`src/rtl/matrix_load_sequencer_pkg.sv`:
```
// Shared types and helpers for the matrix load sequencer: FSM state encoding,
// counter width and the run-length clamp.
package matrix_load_pkg;

  localparam int INDEX_W = 32;

  typedef enum logic [2:0] {
    IDLE    = 3'd0,
    LOAD    = 3'd1,
    DRAIN   = 3'd2,
    HANDOFF = 3'd3,
    DONE    = 3'd4
  } state_t;

  // Zero or an oversize request both mean "run the full data set".
  function automatic logic [INDEX_W-1:0] clamp_layers(
    input logic [INDEX_W-1:0] n,
    input logic [INDEX_W-1:0] limit
  );
    return ((n == '0) || (n > limit)) ? limit : n;
  endfunction

endpackage

```
`src/rtl/matrix_load_sequencer_if.sv`:
```
// Bundle of the run-control, upstream row stream, storage write and compute
// handoff signals; slave is the sequencer side, master the environment side.
interface matrix_load_sequencer_if #(
  parameter int SIZE  = 3,
  parameter int WIDTH = 32
);
  logic                    start;
  logic [31:0]             num_layers;
  logic                    in_valid;
  logic                    in_ready;
  logic [SIZE*WIDTH-1:0]   in_row;
  logic                    wr_en;
  logic [31:0]             wr_layer;
  logic [31:0]             wr_row;
  logic [SIZE*WIDTH-1:0]   wr_data;
  logic                    layer_ready;
  logic                    compute_ack;
  logic                    busy;
  logic                    done;
  logic [31:0]             stall_cycles;

  modport slave (
    input  start, num_layers, in_valid, in_row, compute_ack,
    output in_ready, wr_en, wr_layer, wr_row, wr_data, layer_ready, busy, done,
           stall_cycles
  );

  modport master (
    output start, num_layers, in_valid, in_row, compute_ack,
    input  in_ready, wr_en, wr_layer, wr_row, wr_data, layer_ready, busy, done,
           stall_cycles
  );
endinterface

```
`src/rtl/matrix_load_sequencer_counter.sv`:
```
// Row/layer index pair for the load sequencer. Row wraps every SIZE rows;
// layer saturates at DATA_SET-1 so it can never address past storage.
module matrix_row_layer_counter
  import matrix_load_pkg::*;
#(
  parameter int SIZE     = 3,
  parameter int DATA_SET = 12
) (
  input  logic               clk,
  input  logic               reset,
  input  logic               i_clr,
  input  logic               i_row_inc,
  input  logic               i_layer_inc,
  input  logic [INDEX_W-1:0] i_last_layer,
  output logic [INDEX_W-1:0] o_row,
  output logic [INDEX_W-1:0] o_layer,
  output logic               o_last_row,
  output logic               o_last_layer
);

  localparam logic [INDEX_W-1:0] ROW_MAX   = INDEX_W'(SIZE - 1);
  localparam logic [INDEX_W-1:0] LAYER_MAX = INDEX_W'(DATA_SET - 1);

  logic [INDEX_W-1:0] r_row;
  logic [INDEX_W-1:0] r_layer;

  always_ff @(posedge clk or posedge reset) begin
    if (reset) begin
      r_row <= '0;
    end else if (i_clr) begin
      r_row <= '0;
    end else if (i_row_inc) begin
      r_row <= (r_row == ROW_MAX) ? '0 : r_row + 1'b1;
    end
  end

  always_ff @(posedge clk or posedge reset) begin
    if (reset) begin
      r_layer <= '0;
    end else if (i_clr) begin
      r_layer <= '0;
    end else if (i_layer_inc && (r_layer < LAYER_MAX)) begin
      r_layer <= r_layer + 1'b1;
    end
  end

  assign o_row        = r_row;
  assign o_layer      = r_layer;
  assign o_last_row   = (r_row == ROW_MAX);
  assign o_last_layer = (r_layer == i_last_layer);

endmodule

```
`src/rtl/matrix_load_sequencer.sv`:
```
// Streams rows into layered matrix storage and hands each full layer to compute.
// Optional build macro MATRIX_LOAD_STALL_COUNT_EN enables the stall-cycle counter.
module matrix_load_sequencer
  import matrix_load_pkg::*;
#(
  parameter int SIZE     = 3,
  parameter int DATA_SET = 12,
  parameter int WIDTH    = 32
) (
  input  logic                    clk,
  input  logic                    reset,
  matrix_load_sequencer_if.slave  bus
);

  state_t                r_state;
  state_t                w_state_next;
  logic [INDEX_W-1:0]    r_len;
  logic [INDEX_W-1:0]    w_row;
  logic [INDEX_W-1:0]    w_layer;
  logic                  w_last_row;
  logic                  w_last_layer;
  logic                  w_xfer;
  logic                  w_start_acc;
  logic                  w_layer_inc;
  logic                  r_wr_en;
  logic [INDEX_W-1:0]    r_wr_layer;
  logic [INDEX_W-1:0]    r_wr_row;
  logic [SIZE*WIDTH-1:0] r_wr_data;

  always_ff @(posedge clk or posedge reset) begin
    if (reset) begin
      r_state <= IDLE;
    end else begin
      r_state <= w_state_next;
    end
  end

  always_comb begin
    w_state_next = r_state;
    w_xfer       = 1'b0;
    w_start_acc  = 1'b0;
    w_layer_inc  = 1'b0;
    case (r_state)
      IDLE: begin
        if (bus.start) begin
          w_start_acc  = 1'b1;
          w_state_next = LOAD;
        end
      end
      LOAD: begin
        if (bus.in_valid) begin
          w_xfer = 1'b1;
          if (w_last_row) begin
            w_state_next = DRAIN;
          end
        end
      end
      DRAIN: begin
        w_state_next = HANDOFF;
      end
      HANDOFF: begin
        if (bus.compute_ack) begin
          if (w_last_layer) begin
            w_state_next = DONE;
          end else begin
            w_layer_inc  = 1'b1;
            w_state_next = LOAD;
          end
        end
      end
      DONE: begin
        w_state_next = IDLE;
      end
      default: begin
        w_state_next = IDLE;
      end
    endcase
  end

  // Run length is captured once per run so mid-run num_layers changes are inert.
  always_ff @(posedge clk or posedge reset) begin
    if (reset) begin
      r_len <= '0;
    end else if (w_start_acc) begin
      r_len <= clamp_layers(bus.num_layers, INDEX_W'(DATA_SET));
    end
  end

  matrix_row_layer_counter #(
    .SIZE     (SIZE),
    .DATA_SET (DATA_SET)
  ) u_counter (
    .clk          (clk),
    .reset        (reset),
    .i_clr        (w_start_acc),
    .i_row_inc    (w_xfer),
    .i_layer_inc  (w_layer_inc),
    .i_last_layer (r_len - 1'b1),
    .o_row        (w_row),
    .o_layer      (w_layer),
    .o_last_row   (w_last_row),
    .o_last_layer (w_last_layer)
  );

  always_ff @(posedge clk or posedge reset) begin
    if (reset) begin
      r_wr_en    <= 1'b0;
      r_wr_layer <= '0;
      r_wr_row   <= '0;
      r_wr_data  <= '0;
    end else begin
      r_wr_en <= w_xfer;
      if (w_xfer) begin
        r_wr_layer <= w_layer;
        r_wr_row   <= w_row;
        r_wr_data  <= bus.in_row;
      end
    end
  end

`ifdef MATRIX_LOAD_STALL_COUNT_EN
  logic [31:0] r_stall;
  logic        w_stall;

  assign w_stall = ((r_state == LOAD) && !bus.in_valid) ||
                   ((r_state == HANDOFF) && !bus.compute_ack);

  always_ff @(posedge clk or posedge reset) begin
    if (reset) begin
      r_stall <= '0;
    end else if (w_start_acc) begin
      r_stall <= '0;
    end else if (w_stall && (r_stall != '1)) begin
      r_stall <= r_stall + 1'b1;
    end
  end

  assign bus.stall_cycles = r_stall;
`else
  assign bus.stall_cycles = '0;
`endif

  assign bus.in_ready    = (r_state == LOAD);
  assign bus.layer_ready = (r_state == HANDOFF);
  assign bus.busy        = (r_state != IDLE);
  assign bus.done        = (r_state == DONE);
  assign bus.wr_en       = r_wr_en;
  assign bus.wr_layer    = r_wr_layer;
  assign bus.wr_row      = r_wr_row;
  assign bus.wr_data     = r_wr_data;

endmodule

```
`src/flat_wrapper.sv`:
```
// flat-port wrapper written by rule: the top's interface ports become plain ports
module matrix_load_sequencer_flat import matrix_load_pkg::*;
#(
  parameter int SIZE     = 3,
  parameter int DATA_SET = 12,
  parameter int WIDTH    = 32
)
  (clk, reset, bus_start, bus_num_layers, bus_in_valid, bus_in_row, bus_compute_ack, bus_in_ready, bus_wr_en, bus_wr_layer, bus_wr_row, bus_wr_data, bus_layer_ready, bus_busy, bus_done, bus_stall_cycles);
  matrix_load_sequencer_if #(.SIZE(SIZE), .WIDTH(WIDTH)) bus_i ();
  input  logic clk;
  input  logic reset;
  input wire logic [$bits(bus_i.start)-1:0] bus_start;
  input wire logic [$bits(bus_i.num_layers)-1:0] bus_num_layers;
  input wire logic [$bits(bus_i.in_valid)-1:0] bus_in_valid;
  input wire logic [$bits(bus_i.in_row)-1:0] bus_in_row;
  input wire logic [$bits(bus_i.compute_ack)-1:0] bus_compute_ack;
  output wire logic [$bits(bus_i.in_ready)-1:0] bus_in_ready;
  output wire logic [$bits(bus_i.wr_en)-1:0] bus_wr_en;
  output wire logic [$bits(bus_i.wr_layer)-1:0] bus_wr_layer;
  output wire logic [$bits(bus_i.wr_row)-1:0] bus_wr_row;
  output wire logic [$bits(bus_i.wr_data)-1:0] bus_wr_data;
  output wire logic [$bits(bus_i.layer_ready)-1:0] bus_layer_ready;
  output wire logic [$bits(bus_i.busy)-1:0] bus_busy;
  output wire logic [$bits(bus_i.done)-1:0] bus_done;
  output wire logic [$bits(bus_i.stall_cycles)-1:0] bus_stall_cycles;
  assign bus_i.start = bus_start;
  assign bus_i.num_layers = bus_num_layers;
  assign bus_i.in_valid = bus_in_valid;
  assign bus_i.in_row = bus_in_row;
  assign bus_i.compute_ack = bus_compute_ack;
  assign bus_in_ready = bus_i.in_ready;
  assign bus_wr_en = bus_i.wr_en;
  assign bus_wr_layer = bus_i.wr_layer;
  assign bus_wr_row = bus_i.wr_row;
  assign bus_wr_data = bus_i.wr_data;
  assign bus_layer_ready = bus_i.layer_ready;
  assign bus_busy = bus_i.busy;
  assign bus_done = bus_i.done;
  assign bus_stall_cycles = bus_i.stall_cycles;
  matrix_load_sequencer #(.SIZE(SIZE), .DATA_SET(DATA_SET), .WIDTH(WIDTH)) u_core (.clk(clk), .reset(reset), .bus(bus_i));
endmodule
```
`config.mk`:
```
export PLATFORM = sky130hd
export DESIGN_NAME = matrix_load_sequencer_flat
export DESIGN_NICKNAME = d
export VERILOG_FILES = /design/src/rtl/matrix_load_sequencer_pkg.sv /design/src/rtl/matrix_load_sequencer_if.sv /design/src/rtl/matrix_load_sequencer_counter.sv /design/src/rtl/matrix_load_sequencer.sv /design/src/flat_wrapper.sv
export SDC_FILE = /design/constraint.sdc
export NUM_CORES = 1
export LEC_CHECK = 0
export CAP_MARGIN = 20
export CORE_MARGIN = 2
export CORE_UTILIZATION = 64
export CTS_CLUSTER_SIZE = 10
export DETAILED_ROUTE_END_ITERATION = 6
export DONT_BUFFER_PORTS = 1
export PLACE_DENSITY = 0.8
export SKIP_LAST_GASP = 1
export SLEW_MARGIN = 20
export SYNTH_ARGS = -nofsm -noshare
export SYNTH_HDL_FRONTEND = slang
export SYNTH_SLANG_ARGS = --single-unit
export TNS_END_PERCENT = 30
```
`constraint.sdc`:
```
create_clock -name clk -period 11.8 [get_ports clk]
set_input_delay 1.77 -clock clk [delete_from_list [all_inputs] [get_ports clk]]
set_output_delay 1.77 -clock clk [all_outputs]
set_load 0.005 [all_outputs]
```
# After elaboration in Yosys (flattened, before gate mapping)
# Cells that the tools add are included.
# classes
muxes,19
addsub,3
n_reduce_logical,8
order_cmp,2
eq_ne,10
# ops
op,count
two-way mux 32 bit,6
"adder 32 x 1 -> 32 bit, second input constant",2
"equality test 32 x 2 -> 1 bit, second input constant",1
equality test 32 bit,1
"> comparator 32 x 4 -> 1 bit, second input constant",1
logical NOT 32 bit,1
"< comparator 32 x 4 -> 1 bit, second input constant",1
"subtractor 32 x 1 -> 32 bit, second input constant",1
two-way mux 3 bit,5
one-hot mux 3 bit (4 select lines),1
two-way mux 1 bit,7
"equality test 3 x 2 -> 1 bit, second input constant",2
"inequality test 2 bit, second input constant",3
AND reduction 4 bit,1
nonzero test 2 bit,2
"equality test 3 x 1 -> 1 bit, second input constant",1
"equality test 3 bit, second input constant",1
logical NOT 3 bit,1
nonzero test 3 bit,1
"inequality test 2 x 1 -> 1 bit, second input constant",1
logical AND 1 bit,1
logical OR 1 bit,1
# totals
output_inout_bits,197
input_bits,133
register_bits,260
wordCells,50

# Longest topological paths before layout
# depth
word_depth,8
ltp_mapped,11
ltp_nobuf,10

# By module
# Synthesis repeated with hierarchy kept, for this count alone.
# hier_totals
hier_cells,907
area_unflattened_um2,11511.0
# by_module_without_submodules
mod,cells_per_inst,seq_area_each_um2,area_each_um2,n_inst
matrix_load_sequencer,573,4904.7,8160.3,1
matrix_row_layer_counter,334,1601.5,3350.7,1

# Worst setup path before layout
# No wires, ideal clock.
# synth_timing
path_type,input to register
start,input port bus_start
end,register u_core.r_len[2]
required_ps,11679
slack_ps,8904
arrival_time_ps,2775
setup_time_ps,121
n_path_buf,1
cell_stages,5
path_cell_list,and2_1 clkbuf_1 nand3_1 or3_1 o22a_1
# synth_via
elab_chain_cells,2
# synth_rtl
element,line,source
start: declaration,flat_wrapper.sv:12,input wire logic [$bits(bus_i.start)-1:0] bus_start;
two-way mux 1 bit,matrix_load_sequencer.sv:45,if (bus.start) begin
two-way mux 1 bit,matrix_load_sequencer.sv:43,case (r_state)
end signal: assignment,matrix_load_sequencer.sv:85,"r_len <= clamp_layers(bus.num_layers, INDEX_W'(DATA_SET));"
end: declaration,matrix_load_sequencer.sv:17,logic [INDEX_W-1:0] r_len;
# Every way passes these cells.
# A chain may end at the register's enable or synchronous reset.

# Final worst setup path
# layout_timing
start,input port bus_in_valid
end,"register u_core.u_counter.r_row[20], in the netlist u_core.u_counter.o_row[20]"
# layout_via
elab_chain_cells,3
# layout_rtl
element,line,source
start: declaration,flat_wrapper.sv:14,input wire logic [$bits(bus_i.in_valid)-1:0] bus_in_valid;
two-way mux 1 bit,matrix_load_sequencer.sv:51,if (bus.in_valid) begin
two-way mux 1 bit,matrix_load_sequencer.sv:43,
nonzero test 2 bit (no source line),-,
end signal: assignment,matrix_load_sequencer_counter.sv:33,r_row <= (r_row == ROW_MAX) ? '0 : r_row + 1'b1;
end: declaration,matrix_load_sequencer_counter.sv:24,logic [INDEX_W-1:0] r_row;
# Every way passes these cells.

==> reports/metrics.csv <==
metric;value;unit
number of synthesized flops with an enable pin;0;
Tcrit/Tclk final;0.306;
Max Fanout on Critical Path;85;
vias per cell;5.93;
Max Buffers Root-to-Sink;3;
status;finished, final reports clean;
CP top delay family;buffers and inverters;
final worst slack;8.19;ns
CTS Buf Count;30;
TritonRoute pass-1 iters;5;
worst skew pair latency;0.54;ns
fillcell total;1405;
Overall Power;2.54;mW
top cell type's share of synthesized area;0.547;
Starting Density;0.658;
drt total wl;27900;um
total number of yosys warnings;0;
die span in x;140;um
HP Class;register to register;
sum of buffers and inverters on the critical path;2;
largest net degree at the start of global routing;129;
post-layout min period;3.61;ns
normalized max-slew margin;0.410;
DRC violations left;0;
# clock sinks;260;
Vias;9081;
non-filler instance count after layout;1531;
first-pass GRT wire length;44900;um
Synth Instances;1322;
CP endpoint kind;register;
Resize count post-CTS;0;
crit start category;input pin;
postcts setup bufs;0;
post-route cell area;12700;um2
Syn-to-layout area delta;6.67;%
DRT iter0 DRCs;735;
Die Height;140;um
Arrival @ worst endpoint;4.03;ns
Worst Hold Depth;2;
final clock skew;0.0170;ns
fmax;277;MHz
setup total negative slack;0;ns
Worst path slowest cell;inv_4;
CTS tree;done;
post-synthesis sequential area ratio;0.547;
worst reg-to-reg path cell count;8;
Fin. Hold Viols;0;
WL/cell;18.2;um
WP depth;5;
unrepaired setup endpoints after global routing;false;
Pwr Density;200;nW/um2
critical-path cell list;nand2_4, inv_4, o21ai_2, buf_4, o41ai_1;
total die area;19700;um2
Row Count;49;
crit path kind;input pin to register;
most instantiated cells after synthesis;nand2_1 (521), dfrtp_1 (260), and2_1 (59);
dpl cells;1494;
Netlist cell types;66;
Max Cap Viol;0;
CP max stage delay;0.78;ns
final hold slack;0.501;ns
Async S/R FF share, synth;1.00;
number of global-route vias before repair;8809;
worst slack, placed;7.61;ns
GP Congestion;0.950;
H-Tree Depth;1;
# nets final;1434;
input/output buffers;0;
root buf cell;clkbuf_16;
Slew Viols, Final;0;
worst slew pin tran;0.885;ns
final setup fails;0;
initial antenna violation count;0;
Synth area leaders;dfrtp_1 (55%), nand2_1 (16%), and2_1 (3.1%);
count leader, synth;nand2_1;
#FFs+latches synth;260;
Cell Area, Placed;11900;um2
cell taking the most area after synthesis;dfrtp_1;
GRT Residual Overflow;0;
Top-Level Pins;330;
gr usage total;0.279;
layout cells sized above 1;0.0476;
Final Util;0.702;
Worst EP required;12.22;ns
cts hold-fix bufs;0;
core outline area;18100;um2
clk slew on worst S/H paths;0.06;ns
Lkg Pwr;6.48;nW
Worst IR Drop VDD;0.153;mV
n_diodes;0;
Synth Flop Type;dfrtp_1;
Final ANT Viol Nets;0;
syn avg cell area;9.01;um2
Mapped Area;11900;um2
dpl hpwl;19100;um
-- layout make-up --
type / count / area, um2 / area share
flip-flops and latches: 260 / 6510 / 0.512
multi-input cells: 984 / 4980 / 0.392
repair buffers: 8 / 60.1 / 0.00473
inverters: 13 / 58.8 / 0.00463
well taps: 229 / 287 / 0.0226
clock buffers: 35 / 790 / 0.0622
clock inverters: 2 / 21.3 / 0.00167
-- sequential cells by signal, indices dropped and copies added (netlist names) --
register                  cells
u_core.bus.wr_row            32
u_core.r_state                3
u_core.bus.wr_en              1
u_core.bus.wr_data           96
u_core.u_counter.o_row       32
u_core.r_len                 32
u_core.u_counter.o_layer     32
u_core.bus.wr_layer          32
-- layout by cell type (no fill, tap or decap), types with 3 or more instances in the layout --
| cell type | count |
|---|---|
| xor2_1 | 21 |
| nor2b_1 | 4 |
| or3_1 | 5 |
| nor3_1 | 19 |
| and4b_1 | 4 |
| o31ai_1 | 10 |
| o211ai_1 | 5 |
| nand4_1 | 18 |
| o41ai_1 | 7 |
| clkbuf_1 | 3 |
| nand2_1 | 520 |
| conb_1 | 32 |
| a22o_1 | 7 |
| buf_4 | 8 |
| or4_1 | 7 |
| nor4_1 | 22 |
| and4_1 | 6 |
| o21ai_0 | 38 |
| ha_1 | 4 |
| a31oi_1 | 7 |
| inv_1 | 11 |
| mux2i_1 | 3 |
| a311oi_1 | 3 |
| nor3b_1 | 5 |
| nand3_1 | 21 |
| and3_1 | 11 |
| a21o_1 | 4 |
| nand4b_1 | 4 |
| and2_1 | 59 |
| xnor2_1 | 22 |
| a21oi_1 | 15 |
| nand2b_1 | 8 |
| clkbuf_16 | 30 |
| o21ai_1 | 3 |
| dfrtp_1 | 260 |
| nor4b_1 | 4 |
| nor2_1 | 48 |
| nor4_4 | 3 |
-- routing by layer --
layer  vias up  routed length, um  GRT usage
li1       4244                  -          -
met5         -                  0          0
met4         0                571     0.0766
met1      4451              11800      0.383
met2       334              13700      0.454
met3        52               1830     0.0615
-- power breakdown --
group | internal, mW | leakage [nW] | switching (mW) | total (mW)
clock network | 0.463 | 0.398 | 0.333 | 0.796
logic | 0.149 | 2.63 | 0.349 | 0.498
registers | 1.08 | 3.46 | 0.172 | 1.25
-- kinds of logic (layout without fill, tap and decap cells) --
| family | Yosys count | count (layout) | share of synthesized area |
|---|---|---|---|
| other | 1 | 32 | 0.000315 |
| xor gates and xnor gates | 43 | 43 | 0.0316 |
| AOI/OAI and AO/OA | 121 | 121 | 0.0681 |
| muxes | 3 | 3 | 0.00252 |
| and+or+nand+nor | 781 | 781 | 0.301 |
| DFF | 260 | 260 | 0.547 |
| adders and majority gates | 4 | 4 | 0.00420 |
| buffers and inverters | 109 | 58 | 0.0461 |
-- final timing paths --
path	startpoint	slack, ns	end
max	bus_in_valid	8.19	u_core.u_counter.o_row[20]
min	u_core.bus.wr_layer[19]	0.50	u_core.bus.wr_layer[19]
max reg2reg	u_core.r_state[1]	8.42	u_core.u_counter.o_row[20]
min reg2reg	u_core.bus.wr_layer[19]	0.50	u_core.bus.wr_layer[19]
max in group asynchronous	reset	9.09	u_core.u_counter.o_layer[1]
min in group asynchronous	reset	1.26	u_core.bus.wr_data[43]
-- worst register-to-register path, delay by kind of cell (launching register included) --
family / cells / cell delay, ns
AOI/OAI and AO/OA: 2 / 0.84
buffers and inverters: 3 / 1.38
DFF: 1 / 0.45
and+or+nand+nor: 3 / 0.59
Power figures use the tool's default switching activity.
